--- config.mk ---
export PLATFORM = sky130hd
export DESIGN_NAME = seqdiv32by16
export DESIGN_NICKNAME = d
export VERILOG_FILES = /design/src/rtl/seqdiv32by16.sv
export SDC_FILE = /design/constraint.sdc
export NUM_CORES = 1
export LEC_CHECK = 0
export CORE_MARGIN = 2
export CORE_UTILIZATION = 48
export DETAILED_ROUTE_END_ITERATION = 8
export GPL_TIMING_DRIVEN = 0
export PLACE_DENSITY = 0.78
export SYNTH_ARGS = -nofsm -noshare
export SYNTH_HDL_FRONTEND = slang
export SYNTH_SLANG_ARGS = --single-unit
--- constraint.sdc ---
create_clock -name clk -period 2.2 [get_ports clk]
set_clock_uncertainty 0.1 [all_clocks]
set_input_delay 0.22 -clock clk [delete_from_list [all_inputs] [get_ports clk]]
set_output_delay 0.22 -clock clk [all_outputs]
set_load 0.1 [all_outputs]
--- src/rtl/seqdiv32by16.sv ---
// rtl/seqdiv32by16.sv - iterative restoring divider, DW-bit dividend by VW-bit divisor
// Optional macro: SEQDIV_ZERO_CHECK_EN (divide-by-zero fast path and dz flag)
module seqdiv32by16 #(
    parameter int DW = 32,
    parameter int VW = 16
) (
    input  logic          clk,
    input  logic          clr_n,
    input  logic          start,
    input  logic [DW-1:0] dividend,
    input  logic [VW-1:0] divisor,
    output logic          busy,
    output logic          done,
    output logic [DW-1:0] quot,
    output logic [VW-1:0] rem,
    output logic          dz
);

    localparam int CW = $clog2(DW);

    typedef enum logic [1:0] {IDLE, RUN, DONE} state_t;

    state_t        state_q, state_d;
    logic [DW-1:0] d_q, d_d;
    logic [VW-1:0] v_q, v_d;
    logic [VW-1:0] r_q, r_d;
    logic [CW-1:0] cnt_q, cnt_d;
    logic [DW-1:0] quot_q, quot_d;
    logic [VW-1:0] rem_q, rem_d;
`ifdef SEQDIV_ZERO_CHECK_EN
    logic          dz_q, dz_d;
`endif

    logic [VW:0]   s;
    logic          ge;

    // S < 2*V whenever the subtract happens, so the low VW bits are the exact difference
    assign s  = {r_q, d_q[DW-1]};
    assign ge = (s >= {1'b0, v_q});

    always_comb begin
        state_d = state_q;
        d_d     = d_q;
        v_d     = v_q;
        r_d     = r_q;
        cnt_d   = cnt_q;
        quot_d  = quot_q;
        rem_d   = rem_q;
`ifdef SEQDIV_ZERO_CHECK_EN
        dz_d    = dz_q;
`endif
        case (state_q)
            IDLE: begin
                if (start) begin
                    d_d     = dividend;
                    v_d     = divisor;
                    r_d     = '0;
                    cnt_d   = '0;
                    state_d = RUN;
`ifdef SEQDIV_ZERO_CHECK_EN
                    if (divisor == '0) begin
                        state_d = DONE;
                        quot_d  = '1;
                        rem_d   = dividend[VW-1:0];
                        dz_d    = 1'b1;
                    end
`endif
                end
            end
            RUN: begin
                r_d   = ge ? (s[VW-1:0] - v_q) : s[VW-1:0];
                d_d   = {d_q[DW-2:0], ge};
                cnt_d = cnt_q + CW'(1);
                if (cnt_q == CW'(DW - 1)) begin
                    state_d = DONE;
                    quot_d  = d_d;
                    rem_d   = r_d;
`ifdef SEQDIV_ZERO_CHECK_EN
                    dz_d    = 1'b0;
`endif
                end
            end
            DONE: state_d = IDLE;
            default: state_d = IDLE;
        endcase
    end

    always_ff @(posedge clk or negedge clr_n) begin
        if (!clr_n) begin
            state_q <= IDLE;
            d_q     <= '0;
            v_q     <= '0;
            r_q     <= '0;
            cnt_q   <= '0;
            quot_q  <= '0;
            rem_q   <= '0;
`ifdef SEQDIV_ZERO_CHECK_EN
            dz_q    <= 1'b0;
`endif
        end else begin
            state_q <= state_d;
            d_q     <= d_d;
            v_q     <= v_d;
            r_q     <= r_d;
            cnt_q   <= cnt_d;
            quot_q  <= quot_d;
            rem_q   <= rem_d;
`ifdef SEQDIV_ZERO_CHECK_EN
            dz_q    <= dz_d;
`endif
        end
    end

    assign busy = (state_q != IDLE);
    assign done = (state_q == DONE);
    assign quot = quot_q;
    assign rem  = rem_q;
`ifdef SEQDIV_ZERO_CHECK_EN
    assign dz   = dz_q;
`else
    assign dz   = 1'b0;
`endif

endmodule

==> impl_metrics.yaml, run 1 <==
outcome:
  outcome: "finished, violations left"
  failed_checks: "negative setup slack"
routing:
  initialDrtViolationCount: 283
  route.vias.total: 4711
  detail_route.wirelength_um: 15300
  ant_nets: 0
  vias_per_cell: 5.60
  drt_pass1_iterations: 5
  avgRoutedWirePerCell_um: 18.1
  post-route-drc-count: 0
global_route:
  antenna_found_initial: 0
  grt_resource_usage_total: 0.249
  maximum_number_of_pins_on_one_net_before_global_route_repair: 81
  first_pass_grt_wire_length_um: 24400
  first_global_vias: 4977
  grt_overflow: 0
synthesis:
  syn_area_per_cell_um2: 10.3
  syn_area_mm2: 0.00560
  synth_nets: 613
  yosys_warnings: 0
  ys_async_sr_fraction: 1.00
  netlist-cell-type-count: 53
  synth-edff-count: 0
  ys_dominant_reg_cell: "sky130_fd_sc_hd__dfrtp_1"
  seq_area_frac_synth: 0.532
  flip_flop_and_latch_count_after_synthesis: 119
  post_synth_inst_count: 543
layout:
  areaGrowthSynthToFinish_pct: 43.1
  fill_cells: 818
  n_antenna_cell: 0
  layout.nets: 758
  final_layout_size_suffix_gt1_frac: 0.244
floorplan:
  boundaryPins: 102
  die-height_um: 112
  floorplan_die_area_mm2: 0.0125
  core_area_mm2: 0.0114
  core.rowCount: 39
  effective_utilization_at_floorplan: 0.490
  die-width_um: 112
sta:
  setup_viol: 34
  grt_setup_unrepaired: "yes"
  timing.hold.ws_ns: 0.186
  finalWorstSetupSlack_ns: -0.319
  fin_crit_sh: 1.14
  worst_pin_slew_ns: 1.01
  timing_hold_violations_final: 0
  layout_min_cycle_time_ns: 2.52
  finalMaxSlewViolations: 0
  slew_headroom: 0.333
  fmaxAchievable_mhz: 397
worst_setup_path:
  start_kind: "flip-flop"
  cp_data_arrival_time_ns: 2.69
  critical-path-max-stage-delay_ns: 0.53
  crit_fanout: 5
  slowest_stage: "sky130_fd_sc_hd__a2111oi_0"
  worstRegToRegCells: 7
  critical_path.cell_chain: "inv_1 > ha_1 > a2111oi_0 > a32o_2 > buf_12 > mux2i_4 > o21ai_1"
  critPathCaptureType: "flip-flop"
  critical_path.reg2reg.endpoint: "r_q[5]"
  setup.reg_to_reg.worst_slack_ns: -0.32
  worst_r2r_src: "v_q[14]"
  start_to_end_type_of_the_worst_setup_path: "flip-flop to flip-flop"
  timing.critical_path.required_ns: 2.37
clocking:
  cts-root-buf: "sky130_fd_sc_hd__clkbuf_16"
  clock_sinks: 119
  ctsHtreeMaxLevel: 4
  cts_made_buffers: 17
  cts.clk_slew.worst_paths_ns: 0.05
  clk-insertion-delay-late_ns: 0.42
  cts_tree: "done"
  clock_path_buffers: 2
hold_path:
  hold_path.class: "input port to async pin"
job:
  max_cap_violations: 0
placement:
  routability_congestion_estimate_from_global_placement: 0.902
  placement.io_buffers: 100
  post-dp-hpwl_um: 10000
==> logic make-up (layout without fill, tap and decap cells) <==
kind of cell	count (synthesis)	in the layout	share of synthesized area
AND/OR/NAND/NOR	165	165	0.127
AO/OA/AOI/OAI	131	131	0.150
adder cells (fa/ha/maj)	19	19	0.0438
buffers and inverters	50	205	0.0371
multiplexers	47	47	0.0918
other	1	1	0.000670
XOR/XNOR	11	11	0.0172
flip-flops	119	119	0.532
==> synth_stat cells, drive strengths merged (7+ instances only) <==
master    n  area [µm²]
a21oi    13        76.3
a22oi    30         225
buf       9        53.8
clkbuf   21        78.8
dfrtp   119        2980
ha       18         225
inv      20        75.1
mux2     32         364
mux2i    15         150
nand2   102         383
nand3    21         110
nor2     17        66.3
nor2b     8        52.6
o21ai    61         309
xnor2     7        61.3
==> repair_timing <==
action | 4_1_cts | 5_1_grt
setup endpoints to repair | 111 | 57
gates resized for setup | 117 | 41
cloned | 1 | 0
hold endpoints to repair | 39 | 0
buffers inserted | 15 | 10
hold buffers | 1 | 0
pin swaps | 12 | 17
==> state kept, by name (all words and copies together) (netlist names) <==
name and flops:
d_q 32, state_q 2, quot 32, rem 16, cnt_q 5, v_q 16, r_q 16
==> cells in the final DEF (no fill, tap or decap), drive strengths merged, types with 2 or more instances in the layout <==
cell type,instances
a211o,3
a211oi,3
a21boi,2
a21o,4
a21oi,13
a22oi,30
a31oi,2
and2,4
and3,2
buf,35
bufinv,2
clkbuf,42
clkdlybuf4s50,49
clkinv,6
clkinvlp,2
dfrtp,119
dlygate4sd2,48
ha,18
inv,20
mux2,32
mux2i,15
nand2,102
nand3,21
nand4,2
nor2,17
nor2b,8
nor3,5
o21a,2
o21ai,61
o22ai,2
o31ai,2
or2,2
xnor2,7
xor2,4
==> routing by layer <==
metal | up-vias | share of wire | wire, µm | global-route usage
met5 | - | 0 | 0 | 0
met4 | 0 | 0.040 | 616 | 0.113
met3 | 47 | 0.080 | 1230 | 0.0920
met2 | 179 | 0.51 | 7750 | 0.426
met1 | 2298 | 0.37 | 5670 | 0.277
li1 | 2187 | - | - | -
==> layout make-up <==
type                            instances  area [µm²]  share of cell area
Timing Repair Buffer                  127        1200               0.150
Multi-Input combinational cell        374        2880               0.359
Tap cell                              143         179              0.0223
Buffer                                 29         155              0.0194
Sequential cell                       119        2990               0.373
Clock buffer                           19         433              0.0540
Inverter                               20        75.1             0.00937
Clock inverter                         10         109              0.0136
==> how the worst max path moves through the flow <==
stage,from,to,slack [ns],cells after the start
6_report,v_q[14],r_q[5],-0.32,7
5_1_grt,v_q[14],r_q[5],-0.43,7
4_1_cts,r_q[5],rem[10],-0.29,10
3_5_place_dp,v_q[1],r_q[5],-0.45,10
3_3_place_gp,clr_n,quot[19],-3.67,1
2_1_floorplan,r_q[0],rem[1],-0.03,9
==> through the flow <==
| stage | TNS [ns] | util | area (µm²) | setup WS (ns) | cells |
|---|---|---|---|---|---|
| 3_3_place_gp | -448.94 | 0.596 | 6800 | -3.67 | 786 |
| 5_1_grt | -12.37 | 0.702 | 8010 | -0.433 | 841 |
| 6_report | -8.96 | 0.702 | 8010 | -0.319 | 841 |
| 3_5_place_dp | -17.52 | 0.598 | 6830 | -0.453 | 787 |
| 2_1_floorplan | -0.381 | - | 5620 | -0.0279 | 543 |
| 4_1_cts | -7.72 | 0.683 | 7800 | -0.286 | 833 |
==> critical path: cells and delay by family, from the launching register on <==
| family | cells | cell delay [ns] |
|---|---|---|
| adder cells (fa/ha/maj) | 1 | 0.31 |
| multiplexers | 1 | 0.27 |
| AO/OA/AOI/OAI | 3 | 1.04 |
| flip-flops | 1 | 0.36 |
| buffers and inverters | 2 | 0.30 |
Power of run 1 is not shown: default switching activity piles up to over one toggle a cycle in this logic, so the estimate is an artifact.
==> run 2: changes to the inputs <==
SLEW_MARGIN = 40   (was not set)
==> impl_metrics.yaml, run 2 (synthesis gave the netlist of run 1 again) <==
global_route:
  antenna_found_initial: 0
  first_global_vias: 4897
  maximum_number_of_pins_on_one_net_before_global_route_repair: 78
  grt_resource_usage_total: 0.240
  grt_overflow: 0
  first_pass_grt_wire_length_um: 23500
clocking:
  clock_sinks: 119
  clock_path_buffers: 2
  cts_tree: "done"
  ctsHtreeMaxLevel: 4
  cts_made_buffers: 17
  clk-insertion-delay-late_ns: 0.42
  cts-root-buf: "sky130_fd_sc_hd__clkbuf_16"
  cts.clk_slew.worst_paths_ns: 0.05
floorplan:
  core.rowCount: 39
  effective_utilization_at_floorplan: 0.490
  boundaryPins: 102
  die-width_um: 112
  floorplan_die_area_mm2: 0.0125
  die-height_um: 112
  core_area_mm2: 0.0114
layout:
  area_of_the_multi_input_gates_mm2: 0.00276
  final_common_cell: "sky130_fd_sc_hd__dfrtp_1"
  fill_cells: 871
  final_layout_size_suffix_gt1_frac: 0.291
  layout.nets: 749
  n_antenna_cell: 0
  most-common-layout-cells: "sky130_fd_sc_hd__dfrtp_1 (113), sky130_fd_sc_hd__nand2_1 (102), sky130_fd_sc_hd__buf_2 (51), sky130_fd_sc_hd__clkdlybuf4s50_1 (49), sky130_fd_sc_hd__mux2_2 (31)"
  areaGrowthSynthToFinish_pct: 37.8
  sequential_cell_area_mm2: 0.00299
worst_setup_path:
  cp_data_arrival_time_ns: 2.61
  start_to_end_type_of_the_worst_setup_path: "flip-flop to flip-flop"
  critPathCaptureType: "flip-flop"
  timing.critical_path.required_ns: 2.38
  critical_path.reg2reg.endpoint: "rem[14]"
  setup.reg_to_reg.worst_slack_ns: -0.22
  crit_fanout: 10
  worst_r2r_src: "r_q[5]"
  start_kind: "flip-flop"
  worstRegToRegCells: 9
outcome:
  failed_checks: "negative setup slack"
  outcome: "finished, violations left"
routing:
  ant_nets: 0
  maxUsedRoutingLayer: "met4"
  met2_wirelength_um: 7240
  route.vias.total: 4570
  met1_length_um: 5670
  initialDrtViolationCount: 314
  vias_per_cell: 5.48
  amount_of_wire_on_met3_after_detailed_routing_um: 1010
  drt_pass1_iterations: 5
  avgRoutedWirePerCell_um: 17.2
  detail_route.wirelength_um: 14300
  post-route-drc-count: 0
sta:
  layout_min_cycle_time_ns: 2.42
  worst_pin_slew_ns: 0.568
  fin_crit_sh: 1.10
  fmaxAchievable_mhz: 413
  grt_setup_unrepaired: "yes"
  setup_viol: 48
  timing_hold_violations_final: 0
  finalWorstSetupSlack_ns: -0.224
  finalMaxSlewViolations: 0
  timing.hold.ws_ns: 0.176
  slew_headroom: 0.622
placement:
  routability_congestion_estimate_from_global_placement: 0.902
  placement.io_buffers: 100
  post-dp-hpwl_um: 9890
job:
  max_cap_violations: 0
hold_path:
  hold_path.class: "input port to async pin"
==> run 2: changes by cell type in the layout (fill, tap and decap cells not counted), moves of 3 or more <==
cell and delta:
sky130_fd_sc_hd__buf_6 -5, sky130_fd_sc_hd__ha_4 -3, sky130_fd_sc_hd__ha_1 +3, sky130_fd_sc_hd__dlygate4sd2_1 -48, sky130_fd_sc_hd__buf_2 +51, sky130_fd_sc_hd__buf_4 -5
sky130_fd_sc_hd__clkinv_2 -5, sky130_fd_sc_hd__clkbuf_8 +3
==> run 2: worst max path at each step <==
stage / start / end / slack, ns / cells after the start
CTS: d_q[31] / rem[14] / -0.27 / 11
global route: r_q[5] / rem[14] / -0.32 / 9
detailed placement: v_q[1] / r_q[5] / -0.46 / 10
finish: r_q[5] / rem[14] / -0.22 / 9
global placement: clr_n / quot[19] / -3.67 / 1
floorplan: r_q[0] / rem[1] / -0.03 / 9
==> run 2: through the flow <==
step	TNS (ns)	setup slack, ns	util	cells	instance area, µm²
after detailed placement	-17.67	-0.459	0.577	787	6590
after global placement	-448.94	-3.67	0.596	786	6800
final	-6.60	-0.224	0.676	834	7720
after floorplan	-0.381	-0.0279	-	543	5620
after CTS	-7.42	-0.274	0.673	835	7680
after global routing	-11.24	-0.321	0.676	834	7720
==> run 2: repair_timing <==
| item | 4_1_cts | 5_1_grt |
|---|---|---|
| pin swaps | 17 | 6 |
| buffers inserted | 15 | 1 |
| gates cloned | 1 | 0 |
| gates resized for setup | 61 | 19 |
| hold endpoints to repair | 119 | 0 |
| endpoints found under the setup margin | 60 | 57 |
| hold buffers | 1 | 0 |
==> run 2: layout make-up <==
type | count | share of cell area
inverter | 20 | 0.00973
clock buffer | 21 | 0.0610
buffer | 29 | 0.0178
sequential | 119 | 0.387
multi-input combinational | 374 | 0.358
tap | 143 | 0.0232
timing repair buffer | 118 | 0.122
clock inverter | 10 | 0.0219
==> run 2: per-layer routing <==
metal / vias to the layer above / global-route usage
met5: - / 0
met4: 0 / 0.117
met3: 28 / 0.0849
met2: 126 / 0.404
met1: 2252 / 0.272
li1: 2164 / -
==> run 2: critical path, stage by stage (launching register included) <==
cell and delay (ns):
sky130_fd_sc_hd__dfrtp_2 0.44, sky130_fd_sc_hd__ha_4 0.26, sky130_fd_sc_hd__a211o_1 0.27, sky130_fd_sc_hd__a21oi_2 0.16, sky130_fd_sc_hd__o21ai_2 0.09, sky130_fd_sc_hd__a21oi_2 0.12, sky130_fd_sc_hd__a32o_2 0.30, sky130_fd_sc_hd__buf_8 0.20
sky130_fd_sc_hd__mux2i_2 0.26, sky130_fd_sc_hd__o21ai_1 0.09
Power of run 2 is left out for the same reason.
